<file path="config.mk">
export PLATFORM = sky130hd
export DESIGN_NAME = io_uart_in
export DESIGN_NICKNAME = d
export VERILOG_FILES = /design/src/rtl/io_uart_in.sv
export SDC_FILE = /design/constraint.sdc
export NUM_CORES = 1
export LEC_CHECK = 0
export BUFFER_PORTS_ARGS = -buffer_cell sky130_fd_sc_hd__buf_2
export CAP_MARGIN = 25
export CORE_MARGIN = 2
export CORE_UTILIZATION = 45
export DETAILED_ROUTE_END_ITERATION = 10
export HOLD_SLACK_MARGIN = 0.06
export PLACE_DENSITY_LB_ADDON = 0.2
export SYNTH_ARGS = -nofsm -noshare
export SYNTH_HDL_FRONTEND = slang
export SYNTH_SLANG_ARGS = --single-unit
</file>
<file path="constraint.sdc">
create_clock -name clk -period 4.4 [get_ports clk]
set_clock_uncertainty 0.15 [all_clocks]
set_input_delay 0.88 -clock clk [delete_from_list [all_inputs] [get_ports clk]]
set_output_delay 0.88 -clock clk [all_outputs]
set_load 0.02 [all_outputs]
</file>
<file path="src/rtl/io_uart_in.sv">
// 8N1 serial receiver on the dma_io bus: synchroniser, bit-timing FSM, byte FIFO,
// data/status registers in the read-data daisy chain and a level interrupt.
module io_uart_in #(
  parameter int          CLKS_PER_BIT = 434,
  parameter int          FIFO_AW      = 4,
  parameter logic [13:0] DATA_ADR     = 14'h3E10,
  parameter logic [13:0] STAT_ADR     = 14'h3E11
) (
  input  logic        clk,
  input  logic        rst,
  input  logic        uart_rx_in,
  input  logic        dma_io_we,
  input  logic [13:0] dma_io_wadr,
  input  logic [31:0] dma_io_wdata,
  input  logic [13:0] dma_io_radr,
  input  logic        dma_io_radr_en,
  input  logic [31:0] dma_io_rdata_in,
  output logic [31:0] dma_io_rdata,
  output logic        rx_int
);

  localparam int CNT_W = $clog2(CLKS_PER_BIT);
  localparam logic [CNT_W-1:0] CNT_MID  = CNT_W'(CLKS_PER_BIT / 2 - 1);
  localparam logic [CNT_W-1:0] CNT_LAST = CNT_W'(CLKS_PER_BIT - 1);
  localparam int DEPTH = 2 ** FIFO_AW;
  localparam logic [FIFO_AW:0] COUNT_FULL = (FIFO_AW + 1)'(DEPTH);

  localparam logic [1:0] ST_IDLE  = 2'd0;
  localparam logic [1:0] ST_START = 2'd1;
  localparam logic [1:0] ST_DATA  = 2'd2;
  localparam logic [1:0] ST_STOP  = 2'd3;

  // [0],[1] form the synchroniser (rx_s); [2] is the edge-detect delay (rx_q)
  logic [2:0] rx_pipe_reg;
  logic       rx_s;
  logic       rx_q;

  always_ff @(posedge clk or posedge rst) begin
    if (rst) rx_pipe_reg <= '1;
    else     rx_pipe_reg <= {rx_pipe_reg[1:0], uart_rx_in};
  end

  assign rx_s = rx_pipe_reg[1];
  assign rx_q = rx_pipe_reg[2];

  logic [1:0]       state_reg;
  logic [CNT_W-1:0] cnt_reg;
  logic [2:0]       bit_idx_reg;
  logic [7:0]       shift_reg;

  always_ff @(posedge clk or posedge rst) begin
    if (rst) begin
      state_reg   <= ST_IDLE;
      cnt_reg     <= '0;
      bit_idx_reg <= '0;
      shift_reg   <= '0;
    end else begin
      case (state_reg)
        ST_IDLE: begin
          cnt_reg <= '0;
          if (rx_q && !rx_s) state_reg <= ST_START;
        end
        ST_START: begin
          if (cnt_reg == CNT_MID) begin
            cnt_reg     <= '0;
            bit_idx_reg <= '0;
            state_reg   <= rx_s ? ST_IDLE : ST_DATA;
          end else begin
            cnt_reg <= cnt_reg + 1'b1;
          end
        end
        ST_DATA: begin
          if (cnt_reg == CNT_LAST) begin
            cnt_reg   <= '0;
            shift_reg <= {rx_s, shift_reg[7:1]};
            if (bit_idx_reg == 3'd7) state_reg <= ST_STOP;
            else                     bit_idx_reg <= bit_idx_reg + 1'b1;
          end else begin
            cnt_reg <= cnt_reg + 1'b1;
          end
        end
        default: begin
          if (cnt_reg == CNT_LAST) begin
            cnt_reg   <= '0;
            state_reg <= ST_IDLE;
          end else begin
            cnt_reg <= cnt_reg + 1'b1;
          end
        end
      endcase
    end
  end

  logic stop_done;
  logic rx_push;
  logic rx_ferr;

  assign stop_done = (state_reg == ST_STOP) && (cnt_reg == CNT_LAST);
  assign rx_push   = stop_done && rx_s;
  assign rx_ferr   = stop_done && !rx_s;

  // FIFO bookkeeping
  logic [FIFO_AW-1:0] wr_ptr_reg;
  logic [FIFO_AW-1:0] rd_ptr_reg;
  logic [FIFO_AW:0]   count_reg;
  logic               fifo_full;
  logic               fifo_nonempty;
  logic               rd_data_hit;
  logic               rd_stat_hit;
  logic               stat_wr;
  logic               fifo_wr;
  logic               fifo_pop;
  logic               ovr_set;

  assign fifo_full     = (count_reg == COUNT_FULL);
  assign fifo_nonempty = (count_reg != '0);
  assign rd_data_hit   = dma_io_radr_en && (dma_io_radr == DATA_ADR);
  assign rd_stat_hit   = dma_io_radr_en && (dma_io_radr == STAT_ADR);
  assign stat_wr       = dma_io_we && (dma_io_wadr == STAT_ADR);
  assign fifo_wr       = rx_push && !fifo_full;
  assign ovr_set       = rx_push && fifo_full;
  assign fifo_pop      = rd_data_hit && fifo_nonempty;

  always_ff @(posedge clk or posedge rst) begin
    if (rst) begin
      wr_ptr_reg <= '0;
      rd_ptr_reg <= '0;
      count_reg  <= '0;
    end else begin
      if (fifo_wr)  wr_ptr_reg <= wr_ptr_reg + 1'b1;
      if (fifo_pop) rd_ptr_reg <= rd_ptr_reg + 1'b1;
      case ({fifo_wr, fifo_pop})
        2'b10:   count_reg <= count_reg + 1'b1;
        2'b01:   count_reg <= count_reg - 1'b1;
        default: count_reg <= count_reg;
      endcase
    end
  end

  // Storage is left unreset so it maps onto block RAM with a registered read port
  logic [7:0] fifo_mem [DEPTH];
  logic [7:0] mem_q_reg;

  always_ff @(posedge clk) begin
    if (fifo_wr) fifo_mem[wr_ptr_reg] <= shift_reg;
    mem_q_reg <= fifo_mem[rd_ptr_reg];
  end

  logic overrun_reg;
  logic frame_err_reg;
  logic int_en_reg;

  // A set event in the same cycle as a write-1-clear keeps the flag set
  always_ff @(posedge clk or posedge rst) begin
    if (rst) begin
      overrun_reg   <= 1'b0;
      frame_err_reg <= 1'b0;
      int_en_reg    <= 1'b0;
    end else begin
      if (stat_wr) int_en_reg <= dma_io_wdata[4];
      if (ovr_set)                        overrun_reg <= 1'b1;
      else if (stat_wr && dma_io_wdata[2]) overrun_reg <= 1'b0;
      if (rx_ferr)                        frame_err_reg <= 1'b1;
      else if (stat_wr && dma_io_wdata[3]) frame_err_reg <= 1'b0;
    end
  end

  logic unused_wdata;
  assign unused_wdata = ^{dma_io_wdata[31:5], dma_io_wdata[1:0]};

  logic [31:0] status_word;

  always_comb begin
    status_word                  = '0;
    status_word[0]               = fifo_nonempty;
    status_word[1]               = fifo_full;
    status_word[2]               = overrun_reg;
    status_word[3]               = frame_err_reg;
    status_word[4]               = int_en_reg;
    status_word[8 +: FIFO_AW+1]  = count_reg;
  end

  logic        sel_reg;
  logic        rd_is_data_reg;
  logic        rd_valid_reg;
  logic [31:0] stat_q_reg;
  logic [31:0] own_rdata;

  always_ff @(posedge clk or posedge rst) begin
    if (rst) begin
      sel_reg        <= 1'b0;
      rd_is_data_reg <= 1'b0;
      rd_valid_reg   <= 1'b0;
      stat_q_reg     <= '0;
    end else begin
      sel_reg        <= rd_data_hit || rd_stat_hit;
      rd_is_data_reg <= rd_data_hit;
      rd_valid_reg   <= fifo_nonempty;
      stat_q_reg     <= rd_stat_hit ? status_word : '0;
    end
  end

  // Data word is assembled after the RAM's registered read port
  assign own_rdata = rd_is_data_reg ? (rd_valid_reg ? {23'd0, 1'b1, mem_q_reg} : 32'd0)
                                    : stat_q_reg;

  assign dma_io_rdata = sel_reg ? own_rdata : dma_io_rdata_in;
  assign rx_int       = int_en_reg && fifo_nonempty;

endmodule

</file>
# Yosys cells after proc, flatten, opt, wreduce, memory -nomap -nowiden
# Memories as Yosys holds them, arrays and structs flattened. A register that Yosys moved wholly into a read port is not among the register bits.
# Cells that the tools add are included.
[classes] addsub=6 mux=25 reduce_logical=26 n_eq_ne=17
[op_table] operator="== test 14 bit, second input constant" count=3
[op_table] operator="2-to-1 mux 32 bit" count=1
[op_table] operator="2-to-1 mux 9 bit" count=3
[op_table] operator="2-to-1 mux 13 bit" count=2
[op_table] operator="one-hot mux 9 bit (2 select lines)" count=1
[op_table] operator="logical AND 1 bit" count=13
[op_table] operator="2-to-1 mux 2 bit" count=6
[op_table] operator="inequality test 2 bit, second input constant" count=5
[op_table] operator="one-hot mux 5 bit (2 select lines)" count=1
[op_table] operator="adder 9 x 1 -> 9 bit, second input constant" count=1
[op_table] operator="== test 9 x 8 -> 1 bit, second input constant" count=1
[op_table] operator="== test 9 bit, second input constant" count=1
[op_table] operator="2-to-1 mux 3 bit" count=3
[op_table] operator="adder 4 x 1 -> 4 bit, second input constant" count=2
[op_table] operator="nonzero test 2 bit" count=4
[op_table] operator="== test 2 bit, second input constant" count=3
[op_table] operator="2-to-1 mux 1 bit" count=6
[op_table] operator="one-hot mux 2 bit (3 select lines)" count=1
[op_table] operator="one-hot mux 3 bit (2 select lines)" count=1
[op_table] operator="adder 5 x 1 -> 5 bit, second input constant" count=1
[op_table] operator="== test 5 bit, second input constant" count=1
[op_table] operator="AND reduction 5 bit" count=1
[op_table] operator="nonzero test 5 bit" count=1
[op_table] operator="subtractor 5 x 1 -> 5 bit, second input constant" count=1
[op_table] operator="other kinds (9)" count=11
[word_totals] ff_bits=57 ram_bits=128 inputBits=97 output_inout_bits=33 memories=1
[mem_list] name="fifo_mem" words=16 word_bits=8 rd=1 rd_ports_with_merged_regs=1 write_ports=1 line_no="141" rtl="logic [7:0] fifo_mem [DEPTH];"

# Depth between registers and ports, before layout
# Gate-level depths: netlist (run 1).
[logic_depth] depth_word=6 depth_mapped=13

# Worst setup path before layout (run 1)
# OpenSTA, ideal clock, no wires.
[synth_path] path_kind="input-to-reg" startpoint="in dma_io_radr[5]" endpoint="reg count_reg[4]" path_buffers=0 required_time_ns=4.104 slack_ns=1.078 setup_time_ns=0.146 arrival_ns=3.026 path_stages=11 path_cell_list="nor4b_2 nand4_2 or3_4 inv_1 ha_1 inv_1 fa_1 nor2b_1 o211ai_1 o211ai_1 o311ai_0"
[synth_via] elab_chain_len=5 elab_cells_between_ends=7
[synth_lines] item="from (decl)" line_no="15" rtl="input logic [13:0] dma_io_radr,"
[synth_lines] item="== test 14 bit (*)" line_no="117" rtl="assign rd_data_hit = dma_io_radr_en && (dma_io_radr == DATA_ADR);"
[synth_lines] item="logical AND 1 bit (*)" line_no="117"
[synth_lines] item="logical AND 1 bit (*)" line_no="122" rtl="assign fifo_pop = rd_data_hit && fifo_nonempty;"
[synth_lines] item="net fifo_pop" line_no="112" rtl="logic fifo_pop;"
[synth_lines] item="== test 2 x 1 -> 1 bit / == test 2 bit (equally long branches)" line_no="132" rtl="case ({fifo_wr, fifo_pop})"
[synth_lines] item="one-hot mux 5 bit (2 select lines) / nonzero test 2 bit (equally long branches)"
[synth_lines] item="to (signal assigned)" line_no="133" rtl="2'b10: count_reg <= count_reg + 1'b1;"
[synth_lines] item="to (signal assigned)" line_no="134" rtl="2'b01: count_reg <= count_reg - 1'b1;"
[synth_lines] item="to (signal assigned)" line_no="135" rtl="default: count_reg <= count_reg;"
[synth_lines] item="to (decl)" line_no="105" rtl="logic [FIFO_AW:0] count_reg;"
# The timed path passes the listed nets; every way through them passes the cells marked *.
# A chain may end at the register's enable or synchronous reset.

# Worst setup path in the final report (run 1)
# Same ends and word-level chain as after synthesis.

==> reports/metrics.csv, run 1 <==
metric;value;unit
relSlewSlack;38.98;%
crit_required;4.54;ns
tightest_slew;0.9152;ns
grt_pass1_vias;4547;
drive_gt1_share;30.76;%
ys_types;54;
insertion_delay;0.43;ns
grt_pass1_wl;25040;um
clockPowerShare;41.3;%
row_count;48;
dieArea;18800;um2
switching_share;23.21;%
nets;733;
htreeDepth;4;
powerDensity;393.7;nW/um2
gp_congestion;0.7559;
yosysWarningCount;0;
drt_iter0_drc;276;
rsz0062_at_grt;no;
cts_hold_buf;0;
drt_first_pass_iters;5;
portBuffers;100;
synth_nets;630;
synth.avg_cell_area;15.39;um2
final.fill_count;1463;
cts_buffer_depth;2;
worstHoldPathType;flip-flop to flip-flop;
synthArstFlopShare;28.42;%
synth-edff-count;128;
coreArea;17300;um2
post_drt_wl_per_cell;19.59;um
period_share;75.69;%
vias_per_cell;5.395;
hold_slack;0.2073;ns
cts_sinks;190;
finalMaxSlewViolations;0;
place_hpwl;11380;um
die_y;137.1;um
antennaDiodeCount;0;
synthesis.area;7973;um2
drv_cap;0;
setup_slack;1.070;ns
tritoncts;yes;
wirelength;16830;um
cts_root_buf;clkbuf_16;
fin_cells;859;
peakVddDrop;0.0002969;V
final_area;9284;um2
grt_antenna_before_repair;0;
dpl.cell_count;827;
grt_overflow_total;0;
ys_seq_area_share;67.22;%
crit_arrival;3.47;ns
hold_violations;0;
p_leak;3.311;nW
cp-end-kind;flip-flop;
drc;0;
via_count;4634;
areaGrowthSynthToFinish;16.45;%
synthFlopType;edfxtp_1;
postPlaceCellArea;8711;um2
largest_reg_flops;128;
final_cell_mix;128 x edfxtp_1, 100 x buf_2, 49 x dfrtp_1;
crit_fanout;9;
ant_nets;0;
cts_setup_buffers;0;
final_common_cell;edfxtp_1;
start_util;46.09;%
ios;130;
pwr-share-comb;4.7;%
setup_viol;0;
seqPwrFrac;54.0;%
p_int;2.807;mW
clkSlewWorstSetupHoldPaths;0.07;ns
post-place-ws;0.6028;ns
die_width;137.1;um
grt_max_degree;36;
synth_cells;518;
tns;0;ns
finalCriticalPeriod;3.330;ns
ys_seq_elements;190;
cts_resized;0;
groute.usage.overall;18.33;%
crit_type;primary input to flip-flop;
worstSetupStartpointType;primary input;
numCtsBuffers;17;
status;finished clean;
clock.fmax;0.3003;GHz
p_sw;848.4;uW
==> stage by stage <==
stage | util (%) | power [mW]
after global routing | 53.67 | 3.773
final | 53.67 | 3.655
after CTS | 53.67 | 3.676
after floorplan | - | 2.116
after global placement | 50.36 | 2.181
after detailed placement | 50.36 | 2.188
==> final timing paths <==
kind                            slack [ns]            from  cells after the start        endpoint
worst max register to register        1.26      cnt_reg[1]                     11    count_reg[4]
worst max-delay path                  1.07  dma_io_radr[5]                     12    count_reg[4]
worst min register to register        0.21  rx_pipe_reg[0]                      0  rx_pipe_reg[1]
worst min-delay path                  0.21  rx_pipe_reg[0]                      0  rx_pipe_reg[1]
max in group asynchronous             2.89             rst                      3  rx_pipe_reg[1]
min in group asynchronous             0.38             rst                      2  bit_idx_reg[0]
==> synthesized netlist by cell type (all sizes together), types with 12 or more instances <==
| cell | instances | share of area [%] |
|---|---|---|
| edfxtp | 128 | 48 |
| dfrtp | 51 | 16 |
| nor2 | 33 | 1.6 |
| mux4 | 32 | 9.0 |
| nor2b | 27 | 2.1 |
| inv | 24 | 1.1 |
| a22oi | 23 | 2.2 |
| nand2 | 22 | 1.0 |
| ha | 14 | 2.2 |
| nand3 | 14 | 0.88 |
| buf | 12 | 0.72 |
| mux2 | 12 | 1.7 |
| o21ai | 12 | 0.75 |
==> cells by family after synthesis <==
logic type / Yosys count / synth area share, %
muxes: 45 / 10.91
buffers and inverters: 47 / 2.370
DFF: 190 / 67.22
xor gates and xnor gates: 16 / 1.758
and+or+nand+nor: 149 / 10.66
adders and majority gates: 15 / 2.448
AOI/OAI and AO/OA: 56 / 4.646
==> power groups by stage <==
stage	clock network, mW	registers (mW)	logic, mW
after CTS	1.53	1.98	0.174
final	1.51	1.97	0.171
after global routing	1.60	1.98	0.193
after floorplan	0	1.99	0.124
after global placement	0	2.01	0.170
after detailed placement	0	2.02	0.173
==> layer usage <==
layer	vias up	share of wire [%]	track usage, %
li1	2159	-	-
met3	20	3.6	3.556
met5	-	0	0
met2	96	51	29.35
met1	2359	44	24.88
met4	0	1.6	7.102
==> area by class of cell <==
type	count	area, um2	area share, %
Multi-Input combinational cell	281	2425	26.12
Clock buffer	17	425.4	4.582
Clock inverter	15	147.6	1.590
Sequential cell	190	5361	57.75
Timing Repair Buffer	107	553.0	5.957
Tap cell	225	281.5	3.032
Inverter	24	90.09	0.9704
==> worst max-delay path, stage by stage <==
cell,delay (ns)
buf_2,0.10
nor4b_2,0.30
nand4_2,0.28
or3_4,0.47
inv_1,0.07
ha_1,0.29
inv_1,0.12
fa_1,0.42
nor2b_1,0.18
o211ai_1,0.10
o211ai_1,0.09
o311ai_0,0.14
No activity file was read; power rests on OpenSTA's default activity.
==> run 2, diff against run 1 <==
clock period = 3.2 ns   (was 4.4 ns; I/O delays follow)
==> reports/metrics.csv, run 2 (synthesis gave the netlist of run 1 again) <==
metric;value;unit
r2r_setup_slack;0.30;ns
worstSetupStartpointType;flip-flop;
status;finished clean;
portBuffers;100;
drive_gt1_share;32.62;%
hold_start;uart_rx_in;
nets;755;
ant_nets;0;
gp_congestion;0.7635;
r2r-start;cnt_reg[1];
holdPathStages;1;
clock.fmax;0.3451;GHz
p_leak;3.434;nW
ios;130;
drv_cap;0;
tritoncts;yes;
antennaDiodeCount;0;
largest_reg_flops;128;
worst_r2r_path_depth;12;
grt.busiest_layer;met2;
finalMaxSlewViolations;0;
crit_fanout;5;
start_util;46.09;%
post-place-ws;-0.02568;ns
setup_viol;0;
powerDensity;528.7;nW/um2
cts_buffer_depth;2;
die_width;137.1;um
drc;0;
min_to;rx_pipe_reg[0];
seqPwrFrac;54.2;%
numCtsBuffers;17;
tightest_slew;0.7198;ns
place_hpwl;11500;um
grt_pass1_vias;4668;
period_share;90.56;%
p_sw;1.039;mW
p_int;3.973;mW
coreArea;17300;um2
crit_required;3.35;ns
grt.met3_usage;3.370;%
rsz0062_at_grt;no;
cts_root_buf;clkbuf_16;
via_count;4688;
crit_type;flip-flop to flip-flop;
htreeDepth;4;
drt_first_pass_iters;6;
vias_per_cell;5.321;
final_cell_mix;128 x edfxtp_1, 100 x buf_2, 50 x dfrtp_1;
cp-end-kind;flip-flop;
setup_slack;0.3021;ns
grt_pass1_wl;25180;um
use_met2;30.43;%
switching_share;20.73;%
clkSlewWorstSetupHoldPaths;0.06;ns
fin_util;54.80;%
groute.usage.overall;18.23;%
cts_setup_buffers;0;
finalCriticalPeriod;2.898;ns
worstReg2RegEnd;count_reg[3];
grt_overflow_total;0;
pwr-share-comb;4.8;%
wirelength;16510;um
hold_violations;0;
crit_arrival;3.05;ns
grt_antenna_before_repair;0;
dieArea;18800;um2
row_count;48;
relSlewSlack;52.02;%
worstHoldPathType;primary input to flip-flop;
use_met1;24.13;%
post_drt_wl_per_cell;18.74;um
final_common_cell;edfxtp_1;
power;5.012;mW
peakVddDrop;0.0003891;V
drt_iter0_drc;319;
grt_max_degree;36;
cts_sinks;190;
die_y;137.1;um
insertion_delay;0.43;ns
final.fill_count;1413;
areaGrowthSynthToFinish;18.90;%
clockPowerShare;40.9;%
-- run 2: cell type report --
type | instances | area [um2] | share of cell area [%]
tap | 225 | 281.5 | 2.970
sequential | 190 | 5360 | 56.55
multi-input combinational | 281 | 2431 | 25.65
inverter | 24 | 90.09 | 0.9504
clock buffer | 22 | 474.2 | 5.003
timing repair buffer | 129 | 730.7 | 7.709
clock inverter | 10 | 111.4 | 1.175
-- run 2: per-stage QoR --
step / area [um2] / cells / hold WS, ns / TNS [ns]
2_1_floorplan: 7973 / 518 / 0.1952 / 0
5_1_grt: 9479 / 881 / 0.1463 / 0
3_3_place_gp: 8887 / 849 / 0.1964 / 0
6_report: 9479 / 881 / 0.1616 / 0
3_5_place_dp: 8887 / 849 / 0.2012 / -0.02568
4_1_cts: 9473 / 881 / 0.1412 / 0
-- run 2: power groups by stage --
stage	combinational [mW]	clock, mW	sequential, mW
floorplan	0.171	0	2.74
CTS	0.245	2.09	2.72
global route	0.275	2.20	2.73
global placement	0.237	0	2.76
detailed placement	0.243	0	2.77
finish	0.242	2.05	2.72
-- run 2: metal layers --
metal,vias to the layer above,wire [um],share of wire [%]
li1,2203,-,-
met1,2393,6879,42
met2,71,8852,54
met3,21,563,3.4
met4,0,217,1.3
met5,-,0,0
-- run 2: worst max path at each step --
| stage | slack (ns) | depth (start not counted) | to | start |
|---|---|---|---|---|
| 5_1_grt | 0.13 | 11 | count_reg[3] | count_reg[0] |
| 3_3_place_gp | 0.05 | 12 | count_reg[4] | dma_io_radr[5] |
| 4_1_cts | 0.22 | 11 | count_reg[3] | count_reg[0] |
| 3_5_place_dp | -0.03 | 12 | count_reg[4] | dma_io_radr[5] |
| 6_report | 0.30 | 12 | count_reg[3] | cnt_reg[1] |
| 2_1_floorplan | 0.12 | 11 | count_reg[4] | dma_io_radr[5] |
-- run 2: timing repair --
| action | CTS | global route |
|---|---|---|
| gates resized for setup | 0 | 1 |
| endpoints found under the setup margin | 0 | 1 |
| hold buffers | 0 | 0 |
-- run 2: worst max-delay path: stages, from the launching register on --
cell,delay (ns)
dfrtp_1,0.43
inv_1,0.09
ha_1,0.17
and4b_1,0.28
and4_1,0.24
nand2_1,0.12
ha_1,0.29
buf_4,0.16
ha_1,0.27
a21o_1,0.18
a21oi_1,0.17
xor2_1,0.15
o21ai_0,0.08
==> run 3, diff against run 2 <==
ABC_AREA = 1   (was default)
==> reports/metrics.csv, run 3 <==
metric;value;unit
synth_cells;860;
synth-edff-count;128;
grt_pass1_vias;5666;
cts_buffer_depth;2;
tns;0;ns
drt_iter0_drc;410;
use_met2;33.01;%
final.fill_count;1655;
ys_seq_area_share;63.15;%
synth_top_area_share;45.30;%
cts_sinks;190;
worstSetupStartpointType;flip-flop;
place_hpwl;12920;um
drive_gt1_share;18.50;%
synthArstFlopShare;28.42;%
die_y;141.3;um
areaGrowthSynthToFinish;17.72;%
clkSlewWorstSetupHoldPaths;0.07;ns
grt_overflow_total;0;
start_util;45.67;%
p_leak;4.366;nW
final_cell_mix;181 x nor2_1, 128 x edfxtp_1, 118 x nand2_1;
grt.met3_usage;3.442;%
drt_first_pass_iters;5;
status;finished clean;
use_met1;25.99;%
post-synth-top-count-cell;nor2_1;
grt.busiest_layer;met2;
nets;1088;
final_common_cell;nor2_1;
crit_type;flip-flop to flip-flop;
antennaDiodeCount;0;
ys_seq_elements;190;
ios;130;
crit_fanout;5;
relSlewSlack;50.47;%
vias_per_cell;5.011;
gp_congestion;0.7922;
cts_root_buf;clkbuf_16;
setup_viol;0;
yosysWarningCount;0;
netlist_top_cells_area;edfxtp_1 45%, dfrtp_1 15%, nor2_1 8.0%;
portBuffers;100;
yosysTopAreaCell;edfxtp_1;
ys_types;37;
post_drt_wl_per_cell;15.69;um
synthesis.area;8486;um2
ant_nets;0;
hold_violations;0;
largest_reg_flops;128;
power;5.448;mW
insertion_delay;0.43;ns
clock.fmax;0.3661;GHz
row_count;50;
hold_slack;0.1015;ns
peakVddDrop;0.0004457;V
fin_cells;1223;
synthFlopType;edfxtp_1;
cts_setup_buffers;0;
drc;0;
grt_max_degree;68;
cts_hold_buf;0;
worstHoldPathType;primary input to async pin;
dieArea;19970;um2
die_width;141.3;um
synth_nets;972;
drv_cap;0;
period_share;85.35;%
yosys-top-cells-count;181 x nor2_1, 128 x edfxtp_1, 118 x nand2_1;
grt_antenna_before_repair;0;
tritoncts;yes;
grt_pass1_wl;29810;um
rsz0062_at_grt;no;
numCtsBuffers;17;
finalMaxSlewViolations;0;
cp-end-kind;flip-flop;
r2r_setup_slack;0.47;ns
coreArea;18580;um2
dpl.cell_count;1191;
tightest_slew;0.7389;ns
crit_arrival;2.90;ns
finalCriticalPeriod;2.731;ns
powerDensity;545.3;nW/um2
cts_resized;0;
htreeDepth;4;
groute.usage.overall;19.48;%
wirelength;19190;um
crit_required;3.36;ns
via_count;6129;
synth.avg_cell_area;9.867;um2
run 3: cell types whose count changed after synthesis, sizes merged, moves of 8 or more:
cell,previous run,this run
nand3,14,64
o211ai,2,17
mux2,12,0
mux4,32,0
nor2,33,186
nand4,6,14
nand2,22,121
o21ai,12,81
nor3,9,17
inv,24,101
a22oi,23,0
and2,8,0
nor2b,27,0
run 3: critical path, stage by stage (launching register included):
cell      delay (ns)
dfrtp_1         0.40
inv_1           0.09
ha_1            0.20
nand2_1         0.06
nor2_1          0.19
nand2_4         0.12
nor2_8          0.13
nand3_4         0.08
ha_1            0.22
buf_4           0.15
ha_1            0.26
nand2_1         0.06
inv_1           0.03
o21ai_0         0.23
nand3b_1        0.11
nand3_1         0.08
o21ai_0         0.07
run 3: power by group:
| part | internal [mW] | total (mW) | switching [mW] |
|---|---|---|---|
| Sequential | 2.67 | 2.76 | 0.0838 |
| Clock | 1.26 | 2.20 | 0.948 |
| Combinational | 0.179 | 0.485 | 0.305 |
run 3: final timing paths:
| path | start | endpoint | depth (start not counted) |
|---|---|---|---|
| min | rst | int_en_reg | 2 |
| max | cnt_reg[1] | count_reg[3] | 16 |
| min reg2reg | rx_pipe_reg[0] | rx_pipe_reg[1] | 0 |
| min in group clk | uart_rx_in | rx_pipe_reg[0] | 1 |
| max in group asynchronous | rst | rx_pipe_reg[2] | 3 |
| max reg2reg | cnt_reg[1] | count_reg[3] | 16 |
run 3: cell families after synthesis:
logic type / count (synthesis) / synth area share [%]
buffers and inverters: 134 / 6.222
AO/OA/AOI/OAI: 109 / 7.196
flip-flops: 190 / 63.15
AND/OR/NAND/NOR: 406 / 20.51
adder cells (fa/ha/maj): 15 / 2.300
XOR/XNOR: 6 / 0.6194
run 3: area by class of cell:
type,instances,area (um2),share of cell area [%]
flip-flops and latches,190,5360,53.66
multi-input cells,536,2599,26.01
repair buffers,129,730.7,7.315
clock buffers,17,425.4,4.259
inverters,102,382.9,3.833
well taps,234,292.8,2.931
clock inverters,15,198.9,1.991
run 3: metrics by stage:
stage | cell area [um2] | utilization, % | setup slack, ns
after CTS | 9990 | 53.76 | 0.4489
after global routing | 9990 | 53.76 | 0.2553
after floorplan | 8486 | - | 0.4938
after detailed placement | 9365 | 50.40 | 0.3039
after global placement | 9365 | 50.40 | 0.3360
final | 9990 | 53.76 | 0.4687
run 3: routing by layer:
metal / vias up / part of all wire (%)
met5: - / 0
met4: 0 / 1.5
met3: 23 / 4.9
met2: 160 / 48
met1: 2855 / 46
li1: 3091 / -
